[config.mk]
export PLATFORM = sky130hd
export DESIGN_NAME = sci_acc_pkt_ingress_flat
export DESIGN_NICKNAME = d
export VERILOG_FILES = /design/src/rtl/sci_acc_pkg.sv /design/src/rtl/sci_acc_pkt_ingress_if.sv /design/src/rtl/sci_acc_pkt_fifo.sv /design/src/rtl/sci_acc_pkt_ingress.sv /design/src/flat_wrapper.sv
export SDC_FILE = /design/constraint.sdc
export NUM_CORES = 1
export LEC_CHECK = 0
export ABC_CLOCK_PERIOD_IN_PS = 3200
export BUFFER_PORTS_ARGS = -buffer_cell sky130_fd_sc_hd__buf_2
export CORE_ASPECT_RATIO = 1.4
export CORE_MARGIN = 4
export CORE_UTILIZATION = 50
export DETAILED_ROUTE_END_ITERATION = 16
export GPL_ROUTABILITY_DRIVEN = 0
export PLACE_DENSITY = 0.69
export SLEW_MARGIN = 20
export SYNTH_ARGS = -nofsm -noshare
export SYNTH_HDL_FRONTEND = slang
export SYNTH_SLANG_ARGS = --single-unit
[constraint.sdc]
create_clock -name clk -period 3.2 [get_ports clk]
set_input_delay 0.32 -clock clk [delete_from_list [all_inputs] [get_ports clk]]
set_output_delay 0.32 -clock clk [all_outputs]
set_load 0.01 [all_outputs]
[src/rtl/sci_acc_pkg.sv]
// Shared defaults, op packet layout and helpers for the accelerator packet front-end.
package sci_acc_pkg;

  localparam int unsigned DEF_DATA_WIDTH = 32;
  localparam int unsigned DEF_NUM_MODES  = 4;
  localparam int unsigned DEF_RES_WIDTH  = 8;
  localparam int unsigned PKT_W          = DEF_DATA_WIDTH + DEF_NUM_MODES + DEF_RES_WIDTH;

  typedef struct packed {
    logic [DEF_DATA_WIDTH-1:0] data;
    logic [DEF_NUM_MODES-1:0]  mode;
    logic [DEF_RES_WIDTH-1:0]  res;
  } op_pkt_t;

  // Exactly one bit set.
  function automatic logic is_onehot(input logic [31:0] v);
    return (v != 32'd0) && ((v & (v - 32'd1)) == 32'd0);
  endfunction

endpackage

[src/rtl/sci_acc_pkt_ingress_if.sv]
// Channel-side and core-side bus of the packet ingress block.
interface sci_acc_pkt_ingress_if
  import sci_acc_pkg::*;
#(
  parameter int unsigned NUM_CH     = 4,
  parameter int unsigned DATA_WIDTH = DEF_DATA_WIDTH,
  parameter int unsigned NUM_MODES  = DEF_NUM_MODES,
  parameter int unsigned RES_WIDTH  = DEF_RES_WIDTH,
  parameter int unsigned DROP_CNT_W = 8
) ();

  localparam int unsigned CH_W = (NUM_CH > 1) ? $clog2(NUM_CH) : 1;

  logic [NUM_CH-1:0]            pkt_valid;
  logic [NUM_CH*DATA_WIDTH-1:0] op_pkt__data;
  logic [NUM_CH*NUM_MODES-1:0]  op_pkt__mode;
  logic [NUM_CH*RES_WIDTH-1:0]  op_pkt__res;
  logic [NUM_CH-1:0]            ready;
  logic [NUM_CH-1:0]            pkt_dropd;
  logic [NUM_CH*DROP_CNT_W-1:0] drop_cnt;
  logic                         out_valid;
  logic                         out_ready;
  logic [DATA_WIDTH-1:0]        out_data;
  logic [NUM_MODES-1:0]         out_mode;
  logic [RES_WIDTH-1:0]         out_res;
  logic [CH_W-1:0]              out_ch;
  logic                         idle;

  modport master (
    output pkt_valid, op_pkt__data, op_pkt__mode, op_pkt__res, out_ready,
    input  ready, pkt_dropd, drop_cnt, out_valid, out_data, out_mode, out_res, out_ch, idle
  );

  modport slave (
    input  pkt_valid, op_pkt__data, op_pkt__mode, op_pkt__res, out_ready,
    output ready, pkt_dropd, drop_cnt, out_valid, out_data, out_mode, out_res, out_ch, idle
  );

endinterface

[src/rtl/sci_acc_pkt_fifo.sv]
// Per-channel packet FIFO: pointer-plus-count, registered read data path, no fall-through.
module sci_acc_pkt_fifo
  import sci_acc_pkg::*;
#(
  parameter int unsigned WIDTH = PKT_W,
  parameter int unsigned DEPTH = 4
) (
  input  logic             clk,
  input  logic             rst,
  input  logic             push,
  input  logic             pop,
  input  logic [WIDTH-1:0] din,
  output logic [WIDTH-1:0] dout,
  output logic             full,
  output logic             empty
);

  localparam int unsigned AW = (DEPTH > 1) ? $clog2(DEPTH) : 1;
  localparam int unsigned CW = AW + 1;

  logic [WIDTH-1:0] mem_q [DEPTH];
  logic [AW-1:0]    wr_q, wr_d, rd_q, rd_d;
  logic [CW-1:0]    cnt_q, cnt_d;
  logic             do_push, do_pop;

  assign full    = (cnt_q == CW'(DEPTH));
  assign empty   = (cnt_q == '0);
  assign do_push = push && !full;
  assign do_pop  = pop && !empty;
  assign dout    = mem_q[rd_q];

  always_comb begin
    wr_d  = wr_q;
    rd_d  = rd_q;
    cnt_d = cnt_q;
    if (do_push) wr_d = wr_q + AW'(1);
    if (do_pop)  rd_d = rd_q + AW'(1);
    if (do_push && !do_pop)      cnt_d = cnt_q + CW'(1);
    else if (do_pop && !do_push) cnt_d = cnt_q - CW'(1);
  end

  always_ff @(posedge clk) begin
    if (rst) begin
      wr_q  <= '0;
      rd_q  <= '0;
      cnt_q <= '0;
    end else begin
      wr_q  <= wr_d;
      rd_q  <= rd_d;
      cnt_q <= cnt_d;
    end
  end

  // Storage is not reset; the count alone defines validity.
  always_ff @(posedge clk) begin
    if (do_push) mem_q[wr_q] <= din;
  end

endmodule

[src/rtl/sci_acc_pkt_ingress.sv]
// Multi-channel op packet ingress: per-channel FIFOs, drop accounting and a
// round-robin arbiter feeding a single-slot valid/ready output stage.
module sci_acc_pkt_ingress
  import sci_acc_pkg::*;
#(
  parameter int unsigned NUM_CH     = 4,
  parameter int unsigned DATA_WIDTH = DEF_DATA_WIDTH,
  parameter int unsigned NUM_MODES  = DEF_NUM_MODES,
  parameter int unsigned RES_WIDTH  = DEF_RES_WIDTH,
  parameter int unsigned FIFO_DEPTH = 4,
  parameter int unsigned DROP_CNT_W = 8
) (
  input logic                  clk,
  input logic                  rst,
  sci_acc_pkt_ingress_if.slave bus
);

  localparam int unsigned CH_W    = (NUM_CH > 1) ? $clog2(NUM_CH) : 1;
  localparam int unsigned ENTRY_W = DATA_WIDTH + NUM_MODES + RES_WIDTH;
  localparam logic [DROP_CNT_W-1:0] CNT_MAX = '1;

  logic [NUM_CH-1:0]            push, pop, full, empty, drop;
  logic [ENTRY_W-1:0]           fifo_dout [NUM_CH];
  logic [NUM_CH-1:0]            dropd_q, dropd_d;
  logic [DROP_CNT_W-1:0]        cnt_q [NUM_CH];
  logic [DROP_CNT_W-1:0]        cnt_d [NUM_CH];
  logic [NUM_CH*DROP_CNT_W-1:0] drop_cnt_flat;
  logic [CH_W-1:0]              rr_q, rr_d, ch_q, ch_d, win;
  logic                         found, load;
  logic                         out_valid_q, out_valid_d;
  logic [ENTRY_W-1:0]           slot_q, slot_d;
  int unsigned                  idx;

  for (genvar i = 0; i < NUM_CH; i++) begin : g_ch
    logic [DATA_WIDTH-1:0] data;
    logic [NUM_MODES-1:0]  mode;
    logic [RES_WIDTH-1:0]  res;
    logic                  mode_ok;

    assign data    = bus.op_pkt__data[i*DATA_WIDTH +: DATA_WIDTH];
    assign mode    = bus.op_pkt__mode[i*NUM_MODES +: NUM_MODES];
    assign res     = bus.op_pkt__res[i*RES_WIDTH +: RES_WIDTH];
    assign mode_ok = is_onehot(32'(mode));
    // ready comes from registered state only: a full FIFO refuses even while popping.
    assign push[i] = bus.pkt_valid[i] && !full[i] && mode_ok;
    assign drop[i] = bus.pkt_valid[i] && (full[i] || !mode_ok);

    sci_acc_pkt_fifo #(.WIDTH(ENTRY_W), .DEPTH(FIFO_DEPTH)) u_fifo (
      .clk   (clk),
      .rst   (rst),
      .push  (push[i]),
      .pop   (pop[i]),
      .din   ({data, mode, res}),
      .dout  (fifo_dout[i]),
      .full  (full[i]),
      .empty (empty[i])
    );
  end

  // First non-empty channel at or after rr_q, wrapping.
  always_comb begin
    found = 1'b0;
    win   = '0;
    idx   = 0;
    for (int unsigned k = 0; k < NUM_CH; k++) begin
      idx = (32'(rr_q) + k) % NUM_CH;
      if (!found && !empty[CH_W'(idx)]) begin
        found = 1'b1;
        win   = CH_W'(idx);
      end
    end
  end

  always_comb begin
    load        = found && (!out_valid_q || bus.out_ready);
    pop         = '0;
    rr_d        = rr_q;
    ch_d        = ch_q;
    slot_d      = slot_q;
    out_valid_d = out_valid_q && !bus.out_ready;
    if (load) begin
      pop[win]    = 1'b1;
      out_valid_d = 1'b1;
      slot_d      = fifo_dout[win];
      ch_d        = win;
      rr_d        = (32'(win) == NUM_CH - 1) ? '0 : win + CH_W'(1);
    end
    dropd_d = drop;
    for (int unsigned i = 0; i < NUM_CH; i++) begin
      cnt_d[i] = (drop[i] && cnt_q[i] != CNT_MAX) ? cnt_q[i] + DROP_CNT_W'(1) : cnt_q[i];
    end
  end

  always_ff @(posedge clk) begin
    if (rst) begin
      rr_q        <= '0;
      ch_q        <= '0;
      slot_q      <= '0;
      out_valid_q <= 1'b0;
      dropd_q     <= '0;
      for (int unsigned i = 0; i < NUM_CH; i++) cnt_q[i] <= '0;
    end else begin
      rr_q        <= rr_d;
      ch_q        <= ch_d;
      slot_q      <= slot_d;
      out_valid_q <= out_valid_d;
      dropd_q     <= dropd_d;
      for (int unsigned i = 0; i < NUM_CH; i++) cnt_q[i] <= cnt_d[i];
    end
  end

  always_comb begin
    drop_cnt_flat = '0;
    for (int unsigned i = 0; i < NUM_CH; i++) begin
      drop_cnt_flat[i*DROP_CNT_W +: DROP_CNT_W] = cnt_q[i];
    end
  end

  assign bus.ready     = ~full;
  assign bus.pkt_dropd = dropd_q;
  assign bus.drop_cnt  = drop_cnt_flat;
  assign bus.out_valid = out_valid_q;
  assign bus.out_data  = slot_q[ENTRY_W-1 -: DATA_WIDTH];
  assign bus.out_mode  = slot_q[RES_WIDTH +: NUM_MODES];
  assign bus.out_res   = slot_q[RES_WIDTH-1:0];
  assign bus.out_ch    = ch_q;
  assign bus.idle      = (&empty) && !out_valid_q;

endmodule
[src/flat_wrapper.sv]
// flat-port wrapper written by rule: the top's interface ports become plain ports
module sci_acc_pkt_ingress_flat import sci_acc_pkg::*;
#(
  parameter int unsigned NUM_CH     = 4,
  parameter int unsigned DATA_WIDTH = DEF_DATA_WIDTH,
  parameter int unsigned NUM_MODES  = DEF_NUM_MODES,
  parameter int unsigned RES_WIDTH  = DEF_RES_WIDTH,
  parameter int unsigned FIFO_DEPTH = 4,
  parameter int unsigned DROP_CNT_W = 8
)
  (clk, rst, bus_pkt_valid, bus_op_pkt__data, bus_op_pkt__mode, bus_op_pkt__res, bus_out_ready, bus_ready, bus_pkt_dropd, bus_drop_cnt, bus_out_valid, bus_out_data, bus_out_mode, bus_out_res, bus_out_ch, bus_idle);
  sci_acc_pkt_ingress_if #(.NUM_CH(NUM_CH), .DATA_WIDTH(DATA_WIDTH), .NUM_MODES(NUM_MODES), .RES_WIDTH(RES_WIDTH), .DROP_CNT_W(DROP_CNT_W)) bus_i ();
  input logic clk;
  input logic rst;
  input wire logic [$bits(bus_i.pkt_valid)-1:0] bus_pkt_valid;
  input wire logic [$bits(bus_i.op_pkt__data)-1:0] bus_op_pkt__data;
  input wire logic [$bits(bus_i.op_pkt__mode)-1:0] bus_op_pkt__mode;
  input wire logic [$bits(bus_i.op_pkt__res)-1:0] bus_op_pkt__res;
  input wire logic [$bits(bus_i.out_ready)-1:0] bus_out_ready;
  output wire logic [$bits(bus_i.ready)-1:0] bus_ready;
  output wire logic [$bits(bus_i.pkt_dropd)-1:0] bus_pkt_dropd;
  output wire logic [$bits(bus_i.drop_cnt)-1:0] bus_drop_cnt;
  output wire logic [$bits(bus_i.out_valid)-1:0] bus_out_valid;
  output wire logic [$bits(bus_i.out_data)-1:0] bus_out_data;
  output wire logic [$bits(bus_i.out_mode)-1:0] bus_out_mode;
  output wire logic [$bits(bus_i.out_res)-1:0] bus_out_res;
  output wire logic [$bits(bus_i.out_ch)-1:0] bus_out_ch;
  output wire logic [$bits(bus_i.idle)-1:0] bus_idle;
  assign bus_i.pkt_valid = bus_pkt_valid;
  assign bus_i.op_pkt__data = bus_op_pkt__data;
  assign bus_i.op_pkt__mode = bus_op_pkt__mode;
  assign bus_i.op_pkt__res = bus_op_pkt__res;
  assign bus_i.out_ready = bus_out_ready;
  assign bus_ready = bus_i.ready;
  assign bus_pkt_dropd = bus_i.pkt_dropd;
  assign bus_drop_cnt = bus_i.drop_cnt;
  assign bus_out_valid = bus_i.out_valid;
  assign bus_out_data = bus_i.out_data;
  assign bus_out_mode = bus_i.out_mode;
  assign bus_out_res = bus_i.out_res;
  assign bus_out_ch = bus_i.out_ch;
  assign bus_idle = bus_i.idle;
  sci_acc_pkt_ingress #(.NUM_CH(NUM_CH), .DATA_WIDTH(DATA_WIDTH), .NUM_MODES(NUM_MODES), .RES_WIDTH(RES_WIDTH), .FIFO_DEPTH(FIFO_DEPTH), .DROP_CNT_W(DROP_CNT_W)) u_core (.clk(clk), .rst(rst), .bus(bus_i));
endmodule
==> results.py, run 1 <==
metrics = {
    "status": {
        "run_status": "finished, final reports clean",
    },
    "sta": {
        "hold_viol": 0,
        "fmax_mhz": 331,
        "rsz0062_at_grt": "no",
        "fin_skew_ns": 0.0245,
        "fin_crit_sh_pct": 94.3,
        "tns_ns": 0,
        "fin_hold_ws_ns": 0.128,
        "tightest_slew_ns": 0.744,
        "finalSetupViolCount": 0,
        "slew_headroom_pct": 50.4,
        "fin_crit_ns": 3.02,
        "slew_violations": 0,
    },
    "critical_path": {
        "arrival_ns": 3.56,
        "reg2reg_slack_ns": 0.18,
        "critPathMostFrequentCell": "ha_1",
        "cpLargestDelayFamily": "simple AND/OR/NAND/NOR gates",
        "worstPathCellList": "or4b_1 > o22ai_4 > nor3_4 > ha_1 > nand3_1 > ha_1 > inv_1 > fa_1 > xor2_1 > or3_1 > a21oi_1",
        "r2r_cells": 11,
        "reg2reg_from": "u_core.g_ch[3].u_fifo.cnt_q[2]",
        "cp_slowest_cell": "or4b_1",
        "required_ns": 3.74,
        "crit_fanout": 6,
        "path_buf_inv": 1,
        "end_kind": "flip-flop",
        "worstSetupPathType": "flip-flop to flip-flop",
        "reg2reg_to": "u_core.g_ch[3].u_fifo.cnt_q[2]",
        "critPathLaunchType": "flip-flop",
        "slowest_delay_ns": 0.61,
    },
    "clocking": {
        "root_buffer": "clkbuf_16",
        "path_clk_slew_ns": 0.06,
        "tritoncts": "yes",
        "htree_num_levels": 3,
        "cts_buffers": 75,
        "cts_sinks": 825,
        "clk_latency_ns": 0.63,
        "cts_setup_buffers": 0,
        "cts_buffer_depth": 3,
    },
    "power_and_ir_drop": {
        "p_switching_mw": 9.44,
        "powerDensity_nw_per_um2": 763,
        "clkPwrFrac_pct": 30.2,
        "pwr-share-seq_pct": 41.7,
        "cell_internal_pwr_mw": 21.1,
        "leakagePower_nw": 13.3,
        "ir_worst_vdd_v": 0.000637,
        "swShare_pct": 30.9,
        "combPwrFrac_pct": 28.1,
    },
    "logic_synthesis": {
        "synth-seq-cells": 825,
        "synth_edf_count": 704,
        "netlist_area_sq_um": 32800,
        "async_flop_share_pct": 0,
        "synth_cell_types": 59,
        "synthCells": 1747,
        "yosysWarnings": 0,
        "yosys_most_used_dff": "edfxtp_1",
        "synth_seq_area_share_pct": 71.9,
        "syn_avg_cell_area_sq_um": 18.8,
        "synth_nets": 1959,
    },
    "placed_design": {
        "dp_hpwl_um": 51000,
        "port_buffers": 270,
        "placed_cell_area_sq_um": 35700,
        "dp.cells": 2813,
    },
    "route": {
        "first_pass_iters": 7,
        "first_iter_violations": 1872,
        "wl_per_cell_um": 25.0,
        "route.final.wire_length_um": 78400,
        "final_antenna_net_count": 0,
        "drc": 0,
        "vias_per_cell": 6.00,
        "num_vias": 18900,
    },
    "floorplanning": {
        "die_w_um": 224,
        "io_pins": 271,
        "num_rows": 110,
        "core_sq_um": 64700,
        "fp.dieH_um": 311,
        "die_area_sq_um": 69800,
        "initial_utilization_pct": 50.7,
    },
    "flow_run": {
        "max_cap_viol_count": 0,
    },
    "grt": {
        "grt_pass1_wl_um": 119000,
        "gr-total-overflow": 0,
        "antenna_found_initial": 14,
        "grt_max_degree": 57,
        "grt_util_all_layers_pct": 22.3,
        "gr-max-usage-layer": "met2",
        "met1_usage_pct": 31.1,
        "grt_use_met3_pct": 4.35,
        "met2_usage_pct": 36.6,
        "grt_pass1_vias": 19300,
    },
    "worst_hold_path": {
        "hold_path.class": "input port to flip-flop",
        "min_from": "bus_pkt_valid[0]",
        "hold-path-cell-count": 4,
        "hold_path_end": "u_core.cnt_q[0][1]",
    },
    "cells_and_area": {
        "layout.cells.non_filler": 3142,
        "layout.nets": 2439,
        "drive_gt1_share_pct": 30.5,
        "fin_area_sq_um": 40100,
        "area_growth_pct": 22.3,
    },
}
## area by class of cell
cell class,instances,area [sq um]
diodes,13,32.5
clock buffers,95,2050
clock inverters,44,503
fillers,4658,24600
inverters,23,86.3
multi-input cells,774,8680
flip-flops and latches,825,23600
well taps,840,1050
repair buffers,528,4100
## cell usage after synthesis, types with 18 or more instances
master	number	area [sq um]
edfxtp_1	704	21100
mux4_2	176	3960
dfxtp_1	121	2420
clkbuf_1	85	319
o31ai_1	74	556
o2111ai_1	54	473
nor2_1	42	158
a211oi_1	37	278
a21oi_1	35	175
a221o_1	35	350
mux2_1	33	372
nand2_1	27	101
ha_1	25	313
inv_1	22	82.6
or4_1	20	150
a211o_1	18	158
buf_2	18	90.1
## power groups by stage
stage	sequential (mW)	combinational [mW]	clock, mW
global placement	12.9	8.10	0
global route	12.8	9.19	9.88
floorplan	12.8	5.50	0
finish	12.7	8.59	9.24
detailed placement	13.0	8.29	0
CTS	12.7	8.52	9.43
## worst max path at each step
stage | from | to | slack [ns] | cells past startpoint
final | u_core.g_ch[3].u_fifo.cnt_q[2] | u_core.g_ch[3].u_fifo.cnt_q[2] | 0.18 | 11
after global routing | u_core.g_ch[0].u_fifo.cnt_q[2] | u_core.g_ch[2].u_fifo.cnt_q[2] | 0.01 | 11
after CTS | u_core.g_ch[1].u_fifo.cnt_q[2] | u_core.g_ch[2].u_fifo.cnt_q[2] | 0.08 | 11
after detailed placement | u_core.g_ch[1].u_fifo.cnt_q[2] | u_core.g_ch[2].u_fifo.cnt_q[2] | 0.1 | 11
after global placement | u_core.g_ch[1].u_fifo.cnt_q[2] | u_core.g_ch[2].u_fifo.cnt_q[2] | 0.22 | 11
after floorplan | u_core.g_ch[3].u_fifo.cnt_q[2] | u_core.g_ch[2].u_fifo.cnt_q[2] | 0.004 | 12
## sequential cells by signal (all words and copies together) (netlist names), 4 cells and up, named ones only
signal                    flops
u_core.g_ch.u_fifo.mem_q    704
u_core.bus.pkt_dropd          4
u_core.g_ch.u_fifo.wr_q       8
u_core.g_ch.u_fifo.rd_q       8
u_core.slot_q                44
u_core.g_ch.u_fifo.cnt_q     12
u_core.cnt_q                 32
## logic make-up after synthesis
family,after synthesis,synth area share (%)
DFF,825,71.9
AOI/OAI and AO/OA,292,7.01
muxes,234,14.0
and+or+nand+nor,201,3.49
buffers and inverters,148,1.88
adders and majority gates,29,1.20
xor gates and xnor gates,18,0.481
## per-layer routing
metal  vias to the layer above  share of wire, %
met5                         -             0.017
met4                         2               2.0
met3                       104               7.0
met2                       710                50
met1                      9762                41
li1                       8276                 -
## worst register-to-register path, delay by kind of cell (launching register included)
family | cells | cell delay [ns]
buffers and inverters | 1 | 0.06
adders and majority gates | 3 | 0.79
and+or+nand+nor | 4 | 1.16
xor gates and xnor gates | 1 | 0.18
DFF | 1 | 0.36
AOI/OAI and AO/OA | 2 | 0.40
## stage by stage
stage | setup WS, ns | utilization, % | power (mW)
2_1_floorplan | 0.00434 | - | 18.3
3_3_place_gp | 0.222 | 55.2 | 21.0
3_5_place_dp | 0.0997 | 55.2 | 21.3
4_1_cts | 0.0837 | 61.9 | 30.7
5_1_grt | 0.0104 | 62.0 | 31.9
6_report | 0.183 | 62.0 | 30.6
## what timing repair did
action / 4_1_cts / 5_1_grt
setup endpoints to repair: 0 / 5
resized for setup: 0 / 3
hold endpoints to repair: 701 / 0
hold buffers: 176 / 0
## cell usage in the layout (no fill, tap or decap), drive strengths merged, types with 4 or more instances in the layout
cell type    instances
nor4                 4
o2111ai             54
mux4               176
nand3               12
inv                 26
or3                 13
nand4               16
fa                   4
dfxtp              121
nor4b                4
xor2                14
nor3                11
a221o               35
nor2b               12
and2                16
a211oi              37
clkinv              26
clkbuf              95
nand2b              10
a211o               18
o31ai               74
diode               13
a31oi                9
clkinvlp             5
edfxtp             704
mux2                47
dlygate4sd3        176
buf                352
mux2i               11
nor2                43
ha                  25
a21oi               35
o21ai               12
xnor2                4
or4                 21
bufinv              10
nand2               27
(Power assumes the default switching activity.)
==> run 2, diff against run 1 <==
--- a/config.mk
+++ b/config.mk
@@ -5,15 +5,14 @@
 export SDC_FILE = /design/constraint.sdc
 export NUM_CORES = 1
 export LEC_CHECK = 0
-export ABC_CLOCK_PERIOD_IN_PS = 3200
+export ABC_CLOCK_PERIOD_IN_PS = 2900
 export BUFFER_PORTS_ARGS = -buffer_cell sky130_fd_sc_hd__buf_2
 export CORE_ASPECT_RATIO = 1.4
 export CORE_MARGIN = 4
 export CORE_UTILIZATION = 50
 export DETAILED_ROUTE_END_ITERATION = 16
 export GPL_ROUTABILITY_DRIVEN = 0
-export PLACE_DENSITY = 0.69
-export SLEW_MARGIN = 20
+export PLACE_DENSITY = 0.67
 export SYNTH_ARGS = -nofsm -noshare
 export SYNTH_HDL_FRONTEND = slang
 export SYNTH_SLANG_ARGS = --single-unit
==> constraint.sdc (replaced) <==
create_clock -name clk -period 2.9 [get_ports clk]
set_input_delay 0.29 -clock clk [delete_from_list [all_inputs] [get_ports clk]]
set_output_delay 0.29 -clock clk [all_outputs]
set_load 0.01 [all_outputs]
==> run 2 against run 1 <==
Compared with the run above: combinational power up 15%; highest routed layer unchanged; die area did not move; clock skew shrank 0.0052 ns; wire length grew 1.7%; total power increased by 11%; clock power up 9%.
==> results.py, run 2 (synthesis gave the netlist of run 1 again) <==
metrics = {
    "clocking": {
        "cts_buffer_depth": 3,
        "htree_num_levels": 3,
        "cts_buffers": 77,
        "root_buffer": "clkbuf_16",
        "cts_sinks": 825,
        "tritoncts": "yes",
        "clk_latency_ns": 0.62,
        "path_clk_slew_ns": 0.07,
    },
    "placed_design": {
        "dp_hpwl_um": 51000,
        "port_buffers": 270,
        "dp.cells": 2837,
    },
    "flow_run": {
        "max_cap_viol_count": 0,
    },
    "critical_path": {
        "end_kind": "flip-flop",
        "reg2reg_to": "u_core.slot_q[14]",
        "required_ns": 3.45,
        "reg2reg_slack_ns": 0.14,
        "arrival_ns": 3.31,
        "worstSetupPathType": "flip-flop to flip-flop",
        "critPathLaunchType": "flip-flop",
        "crit_fanout": 53,
        "r2r_cells": 7,
        "reg2reg_from": "u_core.g_ch[1].u_fifo.cnt_q[1]",
    },
    "sta": {
        "tightest_slew_ns": 1.07,
        "rsz0062_at_grt": "no",
        "fin_crit_sh_pct": 95.2,
        "fin_hold_ws_ns": 0.0829,
        "fmax_mhz": 362,
        "fin_crit_ns": 2.76,
        "slew_violations": 0,
        "fin_skew_ns": 0.0194,
        "slew_headroom_pct": 27.8,
        "finalSetupViolCount": 0,
        "hold_viol": 0,
    },
    "route": {
        "num_vias": 18900,
        "wl_per_cell_um": 25.2,
        "first_pass_iters": 6,
        "drc": 0,
        "first_iter_violations": 1548,
        "vias_per_cell": 5.97,
        "route.final.wire_length_um": 79800,
        "final_antenna_net_count": 0,
    },
    "grt": {
        "grt_pass1_wl_um": 121000,
        "grt_max_degree": 73,
        "grt_pass1_vias": 19500,
        "gr-total-overflow": 0,
        "grt_util_all_layers_pct": 22.6,
        "antenna_found_initial": 10,
    },
    "floorplanning": {
        "die_w_um": 224,
        "die_area_sq_um": 69800,
        "io_pins": 271,
        "initial_utilization_pct": 50.7,
        "num_rows": 110,
        "core_sq_um": 64700,
        "fp.dieH_um": 311,
    },
    "cells_and_area": {
        "final_cell_mix": "704 x edfxtp_1, 269 x buf_2, 176 x mux4_2, 176 x dlygate4sd3_1, 109 x dfxtp_1",
        "largest-register": "u_core.g_ch.u_fifo.mem_q",
        "final_util_pct": 62.3,
        "top_regs": "u_core.g_ch.u_fifo.mem_q (704), u_core.slot_q (44), u_core.cnt_q (32)",
        "mostFrequentLayoutCell": "edfxtp_1",
        "layout.cells.non_filler": 3164,
        "largest_reg_flops": 704,
        "fill_cells": 4665,
        "layout.nets": 2465,
        "drive_gt1_share_pct": 31.8,
        "area_growth_pct": 23.0,
    },
    "worst_hold_path": {
        "hold_path.class": "input port to flip-flop",
        "min_from": "rst",
        "hold-path-cell-count": 2,
    },
    "power_and_ir_drop": {
        "leakagePower_nw": 13.5,
        "ir_worst_vdd_v": 0.000858,
        "powerDensity_nw_per_um2": 841,
    },
    "status": {
        "run_status": "finished, final reports clean",
    },
}
-- run 2: cell count changes in the layout (fill, tap and decap cells not counted), moves of 4 or more --
cell,delta
buf_4,+23
clkbuf_8,+4
clkinv_1,-5
dfxtp_2,+4
-- run 2: worst max-delay path by stage --
stage                                         startpoint  slack (ns)                                end
after floorplan                     bus_op_pkt__mode[13]       -0.03  u_core.g_ch[3].u_fifo.mem_q[1][0]
after global placement               bus_op_pkt__mode[9]        0.08     u_core.g_ch[2].u_fifo.cnt_q[2]
after detailed placement  u_core.g_ch[2].u_fifo.cnt_q[1]        0.04     u_core.g_ch[3].u_fifo.cnt_q[2]
after CTS                 u_core.g_ch[2].u_fifo.cnt_q[1]        0.03     u_core.g_ch[3].u_fifo.cnt_q[2]
after global routing      u_core.g_ch[0].u_fifo.cnt_q[0]       0.001     u_core.g_ch[0].u_fifo.cnt_q[2]
final                     u_core.g_ch[1].u_fifo.cnt_q[1]        0.14                  u_core.slot_q[14]
-- run 2: where the power goes --
group	leakage (nW)	switching, mW	internal [mW]
clock network	1.22	4.24	5.82
registers	7.36	0.405	13.5
logic	4.89	5.86	4.03
-- run 2: critical path: stages (launching register included) --
cell,delay [ns]
dfxtp_2,0.35
or3_4,0.46
o32ai_4,0.21
buf_4,0.61
o31ai_1,0.17
a211oi_1,0.57
buf_4,0.22
a221o_1,0.09
-- run 2: cell type report --
cell class	instances	area, sq um	area share, %
inverter	23	86.3	0.214
antenna	10	25.0	0.0621
clock buffer	102	2090	5.19
multi-input combinational	774	8740	21.7
timing repair buffer	552	4300	10.7
sequential	825	23600	58.5
tap	840	1050	2.61
clock inverter	38	418	1.04
-- run 2: stage by stage --
stage | power [mW] | setup WS (ns) | setup TNS [ns] | cell area (sq um)
2_1_floorplan | 20.4 | -0.0324 | -5.73 | 32900
3_3_place_gp | 23.4 | 0.0836 | 0 | 35900
3_5_place_dp | 23.7 | 0.0444 | 0 | 35900
4_1_cts | 33.9 | 0.0264 | 0 | 40200
5_1_grt | 35.3 | 0.00149 | 0 | 40300
6_report | 33.9 | 0.140 | 0 | 40300
-- run 2: repair_timing --
item / 4_1_cts / 5_1_grt
hold buffers: 176 / 0
setup buffers: 0 / 1
resized for setup: 1 / 8
pin swaps: 0 / 3
hold endpoints to repair: 704 / 0
setup endpoints to repair: 1 / 5
-- run 2: per-layer routing --
layer  track usage [%]  vias up  part of all wire, %
li1                  -     8333                    -
met4              6.13        2                  2.0
met1              30.8     9753                   41
met3              4.57      111                  6.8
met5                 0        -                0.016
met2              37.6      702                   51
==> run 3, diff against run 2 <==
--- a/config.mk
+++ b/config.mk
@@ -5,6 +5,7 @@
 export SDC_FILE = /design/constraint.sdc
 export NUM_CORES = 1
 export LEC_CHECK = 0
+export ABC_AREA = 1
 export ABC_CLOCK_PERIOD_IN_PS = 2900
 export BUFFER_PORTS_ARGS = -buffer_cell sky130_fd_sc_hd__buf_2
 export CORE_ASPECT_RATIO = 1.4
==> run 3 against run 2 <==
Compared with the run above: first-iteration DRC count rose by 59%; register-to-register slack got worse by 0.09 ns; synthesized cell count rose by 58%; final cell count rose by 30%; largest cell class unchanged; wire length rose by 18%; core utilization fell by 1.0 points.
==> results.py, run 3 <==
metrics = {
    "critical_path": {
        "end_kind": "flip-flop",
        "cp_slowest_cell": "fa_1",
        "required_ns": 3.45,
        "reg2reg_from": "u_core.g_ch[0].u_fifo.cnt_q[1]",
        "worstSetupPathType": "flip-flop to flip-flop",
        "reg2reg_to": "u_core.g_ch[1].u_fifo.cnt_q[2]",
        "slowest_delay_ns": 0.40,
        "critPathLaunchType": "flip-flop",
        "crit_fanout": 15,
        "reg2reg_slack_ns": 0.05,
        "worstPathCellList": "nor2_2 > nand3_2 > nand2_2 > nand2_1 > nand2_4 > nand4_1 > nand3_4 > buf_6 > nor2_1 > inv_1 > ha_1 > inv_1 > fa_1 > nor2_1 > nor2_1 > nand2_1 > o21ai_0 > a21oi_1",
        "r2r_cells": 18,
        "critPathMostFrequentCell": "nor2_1",
        "arrival_ns": 3.40,
    },
    "placed_design": {
        "preCtsSetupSlack_ns": -0.00723,
        "dp_hpwl_um": 61200,
        "placed_cell_area_sq_um": 35600,
        "port_buffers": 270,
    },
    "grt": {
        "grt_util_all_layers_pct": 25.9,
        "grt_pass1_wl_um": 139000,
        "gr-total-overflow": 0,
        "grt_max_degree": 89,
        "antenna_found_initial": 9,
        "grt_pass1_vias": 23000,
    },
    "sta": {
        "rsz0062_at_grt": "yes",
        "fin_crit_sh_pct": 98.4,
        "slew_headroom_pct": 54.6,
        "tns_ns": 0,
        "fin_skew_ns": 0.0185,
        "fin_crit_ns": 2.85,
        "hold_viol": 0,
        "finalSetupViolCount": 0,
        "fmax_mhz": 350,
        "slew_violations": 0,
        "tightest_slew_ns": 0.681,
        "setup_slack_ns": 0.0450,
    },
    "cells_and_area": {
        "layout.nets": 3399,
        "top_regs": "u_core.g_ch.u_fifo.mem_q (704), u_core.slot_q (44), u_core.cnt_q (32)",
        "mostFrequentLayoutCell": "edfxtp_1",
        "largest_reg_flops": 704,
        "largest-register": "u_core.g_ch.u_fifo.mem_q",
        "final_cell_mix": "704 x edfxtp_1, 315 x o21ai_0, 314 x nor2_1",
        "area_growth_pct": 21.6,
        "fin_area_sq_um": 40100,
        "final_util_pct": 61.3,
        "drive_gt1_share_pct": 16.3,
    },
    "power_and_ir_drop": {
        "p_switching_mw": 13.1,
        "clkPwrFrac_pct": 28.3,
        "swShare_pct": 36.1,
        "powerDensity_nw_per_um2": 906,
        "leakagePower_nw": 14.5,
        "combPwrFrac_pct": 32.9,
        "ir_worst_vdd_v": 0.000942,
        "cell_internal_pwr_mw": 23.2,
        "power_mw": 36.3,
        "pwr-share-seq_pct": 38.8,
    },
    "floorplanning": {
        "num_rows": 111,
        "fp.dieH_um": 312,
        "initial_utilization_pct": 50.4,
        "die_area_sq_um": 70100,
        "io_pins": 271,
        "core_sq_um": 65400,
        "die_w_um": 225,
    },
    "logic_synthesis": {
        "yosys_most_used_dff": "edfxtp_1",
        "yosys-top-cells-area": "edfxtp_1 64%, dfxtp_1 7.4%, o21ai_0 4.8%",
        "synthCells": 2758,
        "muxShareOfSynthArea_pct": 0,
        "synth-compound-area-share_pct": 10.7,
        "yosysWarnings": 0,
        "synth_top_family_by_area": "simple AND/OR/NAND/NOR gates",
        "syn_avg_cell_area_sq_um": 11.9,
        "yosysTopAreaCell": "edfxtp_1",
        "synth_edf_count": 704,
        "synth_top_area_share_pct": 64.2,
        "yosys.area_share.simple_pct": 12.9,
        "synthAdderAreaFrac_pct": 1.19,
        "synth_seq_area_share_pct": 71.5,
        "yosysMostFrequentCell": "edfxtp_1",
        "synth_cell_types": 40,
        "synth_xor_area_share_pct": 0.159,
        "async_flop_share_pct": 0,
        "synthTopCellsByCount": "704 x edfxtp_1, 330 x nor2_1, 315 x o21ai_0, 305 x nand2_1, 292 x nand3_1",
        "synth_nets": 2970,
        "synth-seq-cells": 825,
        "netlist_area_sq_um": 33000,
    },
    "clocking": {
        "cts_buffer_depth": 3,
        "root_buffer": "clkbuf_16",
        "cts_buffers": 78,
        "cts_sinks": 825,
        "path_clk_slew_ns": 0.06,
        "tritoncts": "yes",
        "clk_latency_ns": 0.62,
        "htree_num_levels": 3,
    },
    "route": {
        "drc": 0,
        "vias_per_cell": 5.84,
        "final_antenna_net_count": 0,
        "num_vias": 24000,
        "route.final.wire_length_um": 93800,
        "first_iter_violations": 2467,
        "wl_per_cell_um": 22.9,
        "first_pass_iters": 6,
    },
    "worst_hold_path": {
        "hold_path_end": "u_core.bus.pkt_dropd[3]",
        "min_from": "bus_pkt_valid[3]",
        "hold_path.class": "input port to flip-flop",
        "hold-path-cell-count": 3,
    },
    "status": {
        "run_status": "finished, final reports clean",
    },
    "flow_run": {
        "max_cap_viol_count": 0,
    },
}
-- run 3: changes by cell type after synthesis, moves of 104 or more --
cell / change
o21ai_0: +304
nor2_1: +288
nand3_1: +280
nand2_1: +278
mux4_2: -176
o22ai_1: +131
a21oi_1: +104
-- run 3: kinds of logic after synthesis --
family | count (synthesis)
adder cells (fa/ha/maj) | 29
flip-flops | 825
buffers and inverters | 284
AO/OA/AOI/OAI | 636
XOR/XNOR | 6
AND/OR/NAND/NOR | 978
-- run 3: routing by layer --
metal / share of wire [%] / GRT usage [%]
met1: 39 / 34.6
met2: 48 / 41.7
met3: 8.1 / 4.34
met4: 5.3 / 12.1
met5: 0.029 / 0
-- run 3: through the flow --
stage	cells	hold WS, ns
after detailed placement	3774	0.456
final	4104	0.0244
after global routing	4103	0.0154
after CTS	4097	0.00412
after global placement	3774	0.452
after floorplan	2758	0.389
-- run 3: cell type report --
type	instances	area, sq um
Clock inverter	36	367
Inverter	111	424
Clock buffer	108	2230
Antenna cell	6	15.0
Timing Repair Buffer	522	4000
Tap cell	847	1060
Multi-Input combinational cell	1649	8410
Sequential cell	825	23600
Fill cell	4986	25300
-- run 3: worst max-delay path by stage --
| stage | startpoint | to |
|---|---|---|
| floorplan | u_core.g_ch[3].u_fifo.cnt_q[0] | u_core.g_ch[3].u_fifo.mem_q[0][0] |
| global placement | u_core.rr_q[0] | u_core.g_ch[3].u_fifo.cnt_q[2] |
| detailed placement | u_core.rr_q[0] | u_core.g_ch[1].u_fifo.cnt_q[2] |
| CTS | u_core.g_ch[3].u_fifo.cnt_q[0] | u_core.g_ch[1].u_fifo.cnt_q[2] |
| global route | u_core.rr_q[0] | u_core.g_ch[1].u_fifo.cnt_q[1] |
| finish | u_core.g_ch[0].u_fifo.cnt_q[1] | u_core.g_ch[1].u_fifo.cnt_q[2] |
-- run 3: what timing repair did --
action                                  4_1_cts  5_1_grt
resized for setup                             1       19
pin swaps                                     0        2
gates cloned                                  0        0
endpoints found under the setup margin        2        6
setup buffers                                 0        1
hold buffers                                179        0
endpoints found under the hold margin       707        0
-- run 3: power by group through the flow --
| stage | registers, mW | logic [mW] | clock network (mW) |
|---|---|---|---|
| 2_1_floorplan | 14.2 | 7.43 | 0 |
| 3_3_place_gp | 14.3 | 11.1 | 0 |
| 3_5_place_dp | 14.3 | 11.4 | 0 |
| 4_1_cts | 14.1 | 11.7 | 10.4 |
| 5_1_grt | 14.1 | 12.9 | 10.9 |
| 6_report | 14.1 | 11.9 | 10.3 |
-- run 3: worst max-delay path, delay by kind of cell (launching register included) --
family / cells / cell delay (ns)
and+or+nand+nor: 11 / 1.38
adders and majority gates: 2 / 0.53
DFF: 1 / 0.35
buffers and inverters: 3 / 0.31
AOI/OAI and AO/OA: 2 / 0.21
